$ cat src/rtl/mem_arbiter_if.sv
// Bus bundle between the fetch unit, the load/store unit, the arbiter and the shared RAM.
// The arbiter connects through the slave modport; the environment uses master.
interface mem_arbiter_if #(
    parameter int unsigned RAM_AW = 10
);
    // Fetch port
    logic              i_req;
    logic [31:0]       i_addr;
    logic              i_gnt;
    logic              i_rvalid;
    logic [31:0]       i_rdata;
    // Load/store port
    logic              d_req;
    logic [31:0]       d_addr;
    logic [3:0]        d_we;
    logic [31:0]       d_wdata;
    logic              d_lock;
    logic              d_gnt;
    logic              d_rvalid;
    logic [31:0]       d_rdata;
    // RAM side
    logic              ram_en;
    logic [3:0]        ram_we;
    logic [RAM_AW-1:0] ram_addr;
    logic [31:0]       ram_wdata;
    logic [31:0]       ram_rdata;

    modport slave (
        input  i_req, i_addr, d_req, d_addr, d_we, d_wdata, d_lock, ram_rdata,
        output i_gnt, i_rvalid, i_rdata, d_gnt, d_rvalid, d_rdata,
        output ram_en, ram_we, ram_addr, ram_wdata
    );

    modport master (
        output i_req, i_addr, d_req, d_addr, d_we, d_wdata, d_lock, ram_rdata,
        input  i_gnt, i_rvalid, i_rdata, d_gnt, d_rvalid, d_rdata,
        input  ram_en, ram_we, ram_addr, ram_wdata
    );
endinterface

$ cat src/rtl/mem_arbiter.sv
// Shares one single-port RAM between instruction fetch and load/store, one access per cycle.
// Define MEM_ARB_ROUND_ROBIN_EN for alternating contention; otherwise data has fixed priority.
module mem_arbiter #(
    parameter int unsigned RAM_AW      = 10,
    parameter int unsigned RAM_LATENCY = 1,
    parameter int unsigned MAX_WAIT    = 8
) (
    input logic          clk,
    input logic          rst_n,
    mem_arbiter_if.slave bus
);
    localparam int unsigned WaitW = $clog2(MAX_WAIT + 1);

    localparam logic [0:0] StArb  = 1'b0;
    localparam logic [0:0] StLock = 1'b1;

    logic [0:0]             state_q, state_d;
    logic [WaitW-1:0]       fetch_wait_q, fetch_wait_d;
    logic [RAM_LATENCY-1:0] vld_q, vld_d;
    logic [RAM_LATENCY-1:0] own_q, own_d;
    logic [31:0]            i_rdata_q, i_rdata_d;
    logic [31:0]            d_rdata_q, d_rdata_d;

    logic locked;
    logic contested;
    logic force_fetch;
    logic gnt_i;
    logic gnt_d;
    logic rsp_i;
    logic rsp_d;

`ifdef MEM_ARB_ROUND_ROBIN_EN
    // High when the next contested cycle goes to the data port.
    logic rr_q, rr_d;
`endif

    logic unused_addr;
    assign unused_addr = ^{bus.i_addr[31:RAM_AW+2], bus.i_addr[1:0],
                           bus.d_addr[31:RAM_AW+2], bus.d_addr[1:0]};

    // Arbitration. Grants are gated by rst_n so nothing is accepted while in reset.
    always_comb begin
        gnt_i       = 1'b0;
        gnt_d       = 1'b0;
        locked      = (state_q == StLock) && bus.d_lock;
        contested   = bus.i_req && bus.d_req;
        force_fetch = (fetch_wait_q == WaitW'(MAX_WAIT));
        if (!rst_n) begin
            gnt_i = 1'b0;
            gnt_d = 1'b0;
        end else if (locked) begin
            gnt_d = bus.d_req;
        end else if (contested) begin
            if (force_fetch) begin
                gnt_i = 1'b1;
            end else begin
`ifdef MEM_ARB_ROUND_ROBIN_EN
                gnt_d = rr_q;
                gnt_i = ~rr_q;
`else
                gnt_d = 1'b1;
`endif
            end
        end else begin
            gnt_i = bus.i_req;
            gnt_d = bus.d_req;
        end
    end

    // Lock persists while d_lock stays high once a locked data grant was taken.
    always_comb begin
        state_d = StArb;
        if (bus.d_lock && (gnt_d || (state_q == StLock))) begin
            state_d = StLock;
        end
    end

    always_comb begin
        fetch_wait_d = '0;
        if (bus.i_req && !gnt_i) begin
            fetch_wait_d = force_fetch ? fetch_wait_q : fetch_wait_q + WaitW'(1);
        end
    end

`ifdef MEM_ARB_ROUND_ROBIN_EN
    always_comb begin
        rr_d = rr_q;
        if (contested && !locked && rst_n) begin
            rr_d = gnt_i;
        end
    end

    always_ff @(posedge clk or negedge rst_n) begin
        if (!rst_n) begin
            rr_q <= 1'b1;
        end else begin
            rr_q <= rr_d;
        end
    end
`endif

    // RAM drive for the granted requester, same cycle as the grant.
    assign bus.i_gnt     = gnt_i;
    assign bus.d_gnt     = gnt_d;
    assign bus.ram_en    = gnt_i | gnt_d;
    assign bus.ram_we    = gnt_d ? bus.d_we : 4'b0000;
    assign bus.ram_addr  = gnt_d ? bus.d_addr[RAM_AW+1:2] : bus.i_addr[RAM_AW+1:2];
    assign bus.ram_wdata = gnt_d ? bus.d_wdata : 32'h0;

    // Owner tag pipeline matching the RAM read latency; own = 1 marks the data port.
    always_comb begin
        vld_d    = vld_q;
        own_d    = own_q;
        vld_d[0] = gnt_i | gnt_d;
        own_d[0] = gnt_d;
        for (int k = 1; k < int'(RAM_LATENCY); k++) begin
            vld_d[k] = vld_q[k-1];
            own_d[k] = own_q[k-1];
        end
    end

    assign rsp_i = vld_q[RAM_LATENCY-1] & ~own_q[RAM_LATENCY-1];
    assign rsp_d = vld_q[RAM_LATENCY-1] &  own_q[RAM_LATENCY-1];

    always_comb begin
        i_rdata_d = rsp_i ? bus.ram_rdata : i_rdata_q;
        d_rdata_d = rsp_d ? bus.ram_rdata : d_rdata_q;
    end

    assign bus.i_rvalid = rsp_i;
    assign bus.d_rvalid = rsp_d;
    assign bus.i_rdata  = i_rdata_d;
    assign bus.d_rdata  = d_rdata_d;

    always_ff @(posedge clk or negedge rst_n) begin
        if (!rst_n) begin
            state_q      <= StArb;
            fetch_wait_q <= '0;
            vld_q        <= '0;
            own_q        <= '0;
            i_rdata_q    <= '0;
            d_rdata_q    <= '0;
        end else begin
            state_q      <= state_d;
            fetch_wait_q <= fetch_wait_d;
            vld_q        <= vld_d;
            own_q        <= own_d;
            i_rdata_q    <= i_rdata_d;
            d_rdata_q    <= d_rdata_d;
        end
    end
endmodule

$ cat src/flat_wrapper.sv
// flat-port wrapper written by rule: the top's interface ports become plain ports
module mem_arbiter_flat 
#(
    parameter int unsigned RAM_AW      = 10,
    parameter int unsigned RAM_LATENCY = 1,
    parameter int unsigned MAX_WAIT    = 8
)
  (clk, rst_n, bus_i_req, bus_i_addr, bus_d_req, bus_d_addr, bus_d_we, bus_d_wdata, bus_d_lock, bus_ram_rdata, bus_i_gnt, bus_i_rvalid, bus_i_rdata, bus_d_gnt, bus_d_rvalid, bus_d_rdata, bus_ram_en, bus_ram_we, bus_ram_addr, bus_ram_wdata);
  mem_arbiter_if #(.RAM_AW(RAM_AW)) bus_i ();
  input logic clk;
  input logic rst_n;
  input wire logic [$bits(bus_i.i_req)-1:0] bus_i_req;
  input wire logic [$bits(bus_i.i_addr)-1:0] bus_i_addr;
  input wire logic [$bits(bus_i.d_req)-1:0] bus_d_req;
  input wire logic [$bits(bus_i.d_addr)-1:0] bus_d_addr;
  input wire logic [$bits(bus_i.d_we)-1:0] bus_d_we;
  input wire logic [$bits(bus_i.d_wdata)-1:0] bus_d_wdata;
  input wire logic [$bits(bus_i.d_lock)-1:0] bus_d_lock;
  input wire logic [$bits(bus_i.ram_rdata)-1:0] bus_ram_rdata;
  output wire logic [$bits(bus_i.i_gnt)-1:0] bus_i_gnt;
  output wire logic [$bits(bus_i.i_rvalid)-1:0] bus_i_rvalid;
  output wire logic [$bits(bus_i.i_rdata)-1:0] bus_i_rdata;
  output wire logic [$bits(bus_i.d_gnt)-1:0] bus_d_gnt;
  output wire logic [$bits(bus_i.d_rvalid)-1:0] bus_d_rvalid;
  output wire logic [$bits(bus_i.d_rdata)-1:0] bus_d_rdata;
  output wire logic [$bits(bus_i.ram_en)-1:0] bus_ram_en;
  output wire logic [$bits(bus_i.ram_we)-1:0] bus_ram_we;
  output wire logic [$bits(bus_i.ram_addr)-1:0] bus_ram_addr;
  output wire logic [$bits(bus_i.ram_wdata)-1:0] bus_ram_wdata;
  assign bus_i.i_req = bus_i_req;
  assign bus_i.i_addr = bus_i_addr;
  assign bus_i.d_req = bus_d_req;
  assign bus_i.d_addr = bus_d_addr;
  assign bus_i.d_we = bus_d_we;
  assign bus_i.d_wdata = bus_d_wdata;
  assign bus_i.d_lock = bus_d_lock;
  assign bus_i.ram_rdata = bus_ram_rdata;
  assign bus_i_gnt = bus_i.i_gnt;
  assign bus_i_rvalid = bus_i.i_rvalid;
  assign bus_i_rdata = bus_i.i_rdata;
  assign bus_d_gnt = bus_i.d_gnt;
  assign bus_d_rvalid = bus_i.d_rvalid;
  assign bus_d_rdata = bus_i.d_rdata;
  assign bus_ram_en = bus_i.ram_en;
  assign bus_ram_we = bus_i.ram_we;
  assign bus_ram_addr = bus_i.ram_addr;
  assign bus_ram_wdata = bus_i.ram_wdata;
  mem_arbiter #(.RAM_AW(RAM_AW), .RAM_LATENCY(RAM_LATENCY), .MAX_WAIT(MAX_WAIT)) u_core (.clk(clk), .rst_n(rst_n), .bus(bus_i));
endmodule
$ cat config.mk
export PLATFORM = sky130hd
export DESIGN_NAME = mem_arbiter_flat
export DESIGN_NICKNAME = d
export VERILOG_FILES = /design/src/rtl/mem_arbiter_if.sv /design/src/rtl/mem_arbiter.sv /design/src/flat_wrapper.sv
export SDC_FILE = /design/constraint.sdc
export NUM_CORES = 1
export LEC_CHECK = 0
export CORE_MARGIN = 4
export CORE_UTILIZATION = 33
export DETAILED_ROUTE_END_ITERATION = 8
export PLACE_DENSITY = 0.92
export SLEW_MARGIN = 5
export SYNTH_ARGS = -nofsm -noshare
export SYNTH_HDL_FRONTEND = slang
export SYNTH_SLANG_ARGS = --single-unit
$ cat constraint.sdc
create_clock -name clk -period 2.6 [get_ports clk]
set_clock_uncertainty 0.05 [all_clocks]
set_input_delay 0.52 -clock clk [delete_from_list [all_inputs] [get_ports clk]]
set_output_delay 0.52 -clock clk [all_outputs]
set_load 0.01 [all_outputs]
==> impl_metrics.tcl <==
set metrics [dict create \
    status "finished, violations left" \
    violations "setup timing" \
    die_area_sq_um 11100 \
    die_h_um 105 \
    dp_cells 564 \
    synth_fp_nets 363 \
    max_stage_delay_ns 0.38 \
    die_w_um 105 \
    numCtsBuffers 9 \
    floorplan.initialDensity 0.339 \
    synthArstFlopShare 1.00 \
    clock_latency_ns 0.33 \
    ant_nets 0 \
    tns_ns -1.95 \
    dr_wl_met3_um 1000 \
    overflow 0 \
    final_nets 611 \
    pin_count 252 \
    irDropWorstVdd_v 0.000323 \
    p_int_mw 2.44 \
    clockBufferDepth 2 \
    min_path_type "in -> async" \
    ys_ff_latch 71 \
    grt_use_total 0.200 \
    p_sw_mw 0.969 \
    wl_met1_um 4530 \
    grt_pass1_wl_um 17200 \
    p_per_area_nw_per_um2 569 \
    synth_area_sq_um 3140 \
    yosys_warnings 0 \
    finalHoldViolCount 0 \
    setup_slack_ns -0.161 \
    min_period_ns 2.76 \
    r2r_cells 5 \
    r2r_slack_ns 0.98 \
    finalSetupViolations 25 \
    worstSetupPathType "reg -> out" \
    timing.hold.ws_ns 0.371 \
    cp_max_fo 6 \
    clock_sinks 71 \
    synth_flop_cell "dfrtp_1" \
    clock.fmax_mhz 362 \
    r2r_end "u_core.i_rdata_q[30]$_DFF_PN0_" \
    drt_wl_total_um 11600 \
    syn_inst 224 \
    dr.pass1.iters 6 \
    cp-end-kind "primary output" \
    yosysTopAreaCellShare 0.567 \
    syn_to_final_growth_pct 91.2 \
    core-area_sq_um 9240 \
    relSlewSlack 0.388 \
    postCtsHoldBufs 0 \
    worst_pin_slew_ns 0.918 \
    layout-drive-gt1-share 0.435 \
    drt-wirelength-per-cell_um 19.3 \
    hpwlAfterDp_um 8120 \
    place.gp.congestion 0.856 \
    yosysMostFrequentCell "mux2_2" \
    synth_edf_count 0 \
    arrival_ns 2.19 \
    dr.first_iter.drc_count 75 \
    routed_via_density 4.59 \
    switching_share 0.284 \
    htree_levels 3 \
    rows 35 \
    synth_common_cells "mux2_2, dfrtp_1, and2_1, buf_2, nand2_1" \
    synth.distinct_cells 25 \
    io_buffers 207 \
    drv_slew 0 \
    drv_cap 0 \
    crit_chain "inv_2 > ha_4 > and3b_2 > a31oi_4 > buf_12 > buf_12 > buf_6 > mux2_4 > buf_6" \
    clk_pin_slew_ns 0.07 \
    cts_tree "done" \
    fin_crit_sh 1.06 \
    antenna_cells 0 \
    critPathLaunchType "register" \
    stdcell_count 605 \
    antenna_found_initial 0 \
    synthTopCellsByArea "dfrtp_1, mux2_2, and2_1" \
    drc 0 \
    vias 2777 \
    comb_power_share 0.376 \
    leakagePower_nw 2.95 \
    clk_root_buffer_cell "clkbuf_8" \
    yosysSeqAreaShare 0.567 \
    maxUsedRoutingLayer "met4" \
    seqPwrFrac 0.402 \
    pwr-share-clk 0.222 \
    crit_slowest_cell "dfrtp_1" \
    wl_met2_um 5890 \
    crit_required_ns 2.03 \
    r2r-start "u_core.own_q$_DFF_PN0_" \
    grt_max_degree 75 \
    synth_area_per_cell_sq_um 14.0 \
    rsz0062_at_grt "true" \
    synth_top_area_cell "dfrtp_1" \
    grt_pass1_vias 3155 \
]
==> logic make-up after synthesis <==
logic type	count (synthesis)	synth area share
muxes	74	0.266
and+or+nand+nor	49	0.0938
xor gates and xnor gates	3	0.00838
adders and majority gates	2	0.00798
AOI/OAI and AO/OA	8	0.0255
DFF	71	0.567
buffers and inverters	17	0.0319
==> flip-flops by register name, indices dropped and copies added (netlist names) <==
signal / flops
u_core.vld_q: 1
u_core.fetch_wait_q: 4
u_core.own_q: 1
u_core.i_rdata_q: 32
u_core.state_q: 1
u_core.d_rdata_q: 32
==> cells in the final DEF, fill, tap and decap left out, types with 2 or more instances in the layout <==
| cell | synthesis | routed |
|---|---|---|
| inv_2 | 0 | 2 |
| buf_4 | 1 | 30 |
| buf_8 | 0 | 2 |
| xor2_1 | 2 | 2 |
| clkbuf_8 | 0 | 9 |
| nand2_1 | 6 | 4 |
| clkinv_2 | 0 | 2 |
| clkdlybuf4s50_1 | 0 | 124 |
| nand2_2 | 0 | 2 |
| buf_6 | 3 | 28 |
| dlygate4sd2_1 | 0 | 2 |
| nand3_1 | 2 | 2 |
| clkbuf_16 | 0 | 2 |
| dfrtp_1 | 71 | 71 |
| and2_1 | 36 | 16 |
| buf_12 | 0 | 5 |
| mux2_2 | 74 | 64 |
| dlymetal6s2s_1 | 0 | 32 |
| mux2_4 | 0 | 10 |
| buf_2 | 8 | 15 |
| inv_1 | 5 | 3 |
| and2_4 | 0 | 20 |
| clkbuf_2 | 0 | 8 |
==> routing by layer <==
metal / track usage / vias to the layer above
met5: 0 / -
met4: 0.0590 / 0
met3: 0.0765 / 17
met2: 0.337 / 131
met1: 0.236 / 1369
li1: - / 1260
==> final cells by class <==
cell class / instances / area (sq um)
Sequential cell: 71 / 1780
Tap cell: 129 / 161
Inverter: 5 / 18.8
Clock inverter: 5 / 35.0
Timing Repair Buffer: 249 / 2500
Clock buffer: 10 / 128
Fill cell: 673 / 3240
Multi-Input combinational cell: 136 / 1370
==> worst max-delay path: cells and delay by family (launching register included) <==
kind            cells  cell delay, ns
buf+inv             5            0.53
flops               1            0.38
mux                 1            0.30
compound gates      1            0.25
simple gates        1            0.23
fa+ha+maj           1            0.15
==> worst max-delay path by stage <==
stage | from | end | slack [ns]
global placement | bus_d_lock | bus_ram_addr[2] | -0.38
detailed placement | bus_d_lock | bus_ram_addr[0] | -0.40
finish | u_core.fetch_wait_q[0]$_DFFE_PN0P_ | bus_ram_addr[3] | -0.16
global route | u_core.fetch_wait_q[0]$_DFFE_PN0P_ | bus_ram_addr[3] | -0.22
floorplan | u_core.fetch_wait_q[0]$_DFFE_PN0P_ | bus_ram_addr[0] | 0.46
CTS | u_core.fetch_wait_q[0]$_DFFE_PN0P_ | bus_ram_addr[0] | -0.17
==> stage by stage <==
step	power (mW)	setup WS (ns)	instance area (sq um)	utilization
after floorplan	1.85	0.457	3140	-
after global placement	2.56	-0.376	5430	0.587
after detailed placement	2.62	-0.402	5430	0.587
after CTS	3.42	-0.167	5710	0.618
after global routing	3.59	-0.221	6000	0.649
final	3.41	-0.161	6000	0.649
==> timing repair <==
action,4_1_cts,5_1_grt
gates resized for setup,207,95
cloned,3,2
setup endpoints to repair,58,85
pin swaps,5,4
buffers inserted,10,16
==> power groups by stage <==
| stage | logic [mW] | clock network, mW | registers, mW |
|---|---|---|---|
| final | 1.28 | 0.756 | 1.37 |
| after CTS | 1.26 | 0.781 | 1.37 |
| after detailed placement | 1.22 | 0 | 1.39 |
| after global placement | 1.19 | 0 | 1.37 |
| after floorplan | 0.481 | 0 | 1.37 |
| after global routing | 1.37 | 0.828 | 1.39 |
Note: power is estimated with default switching activity, not from simulation.
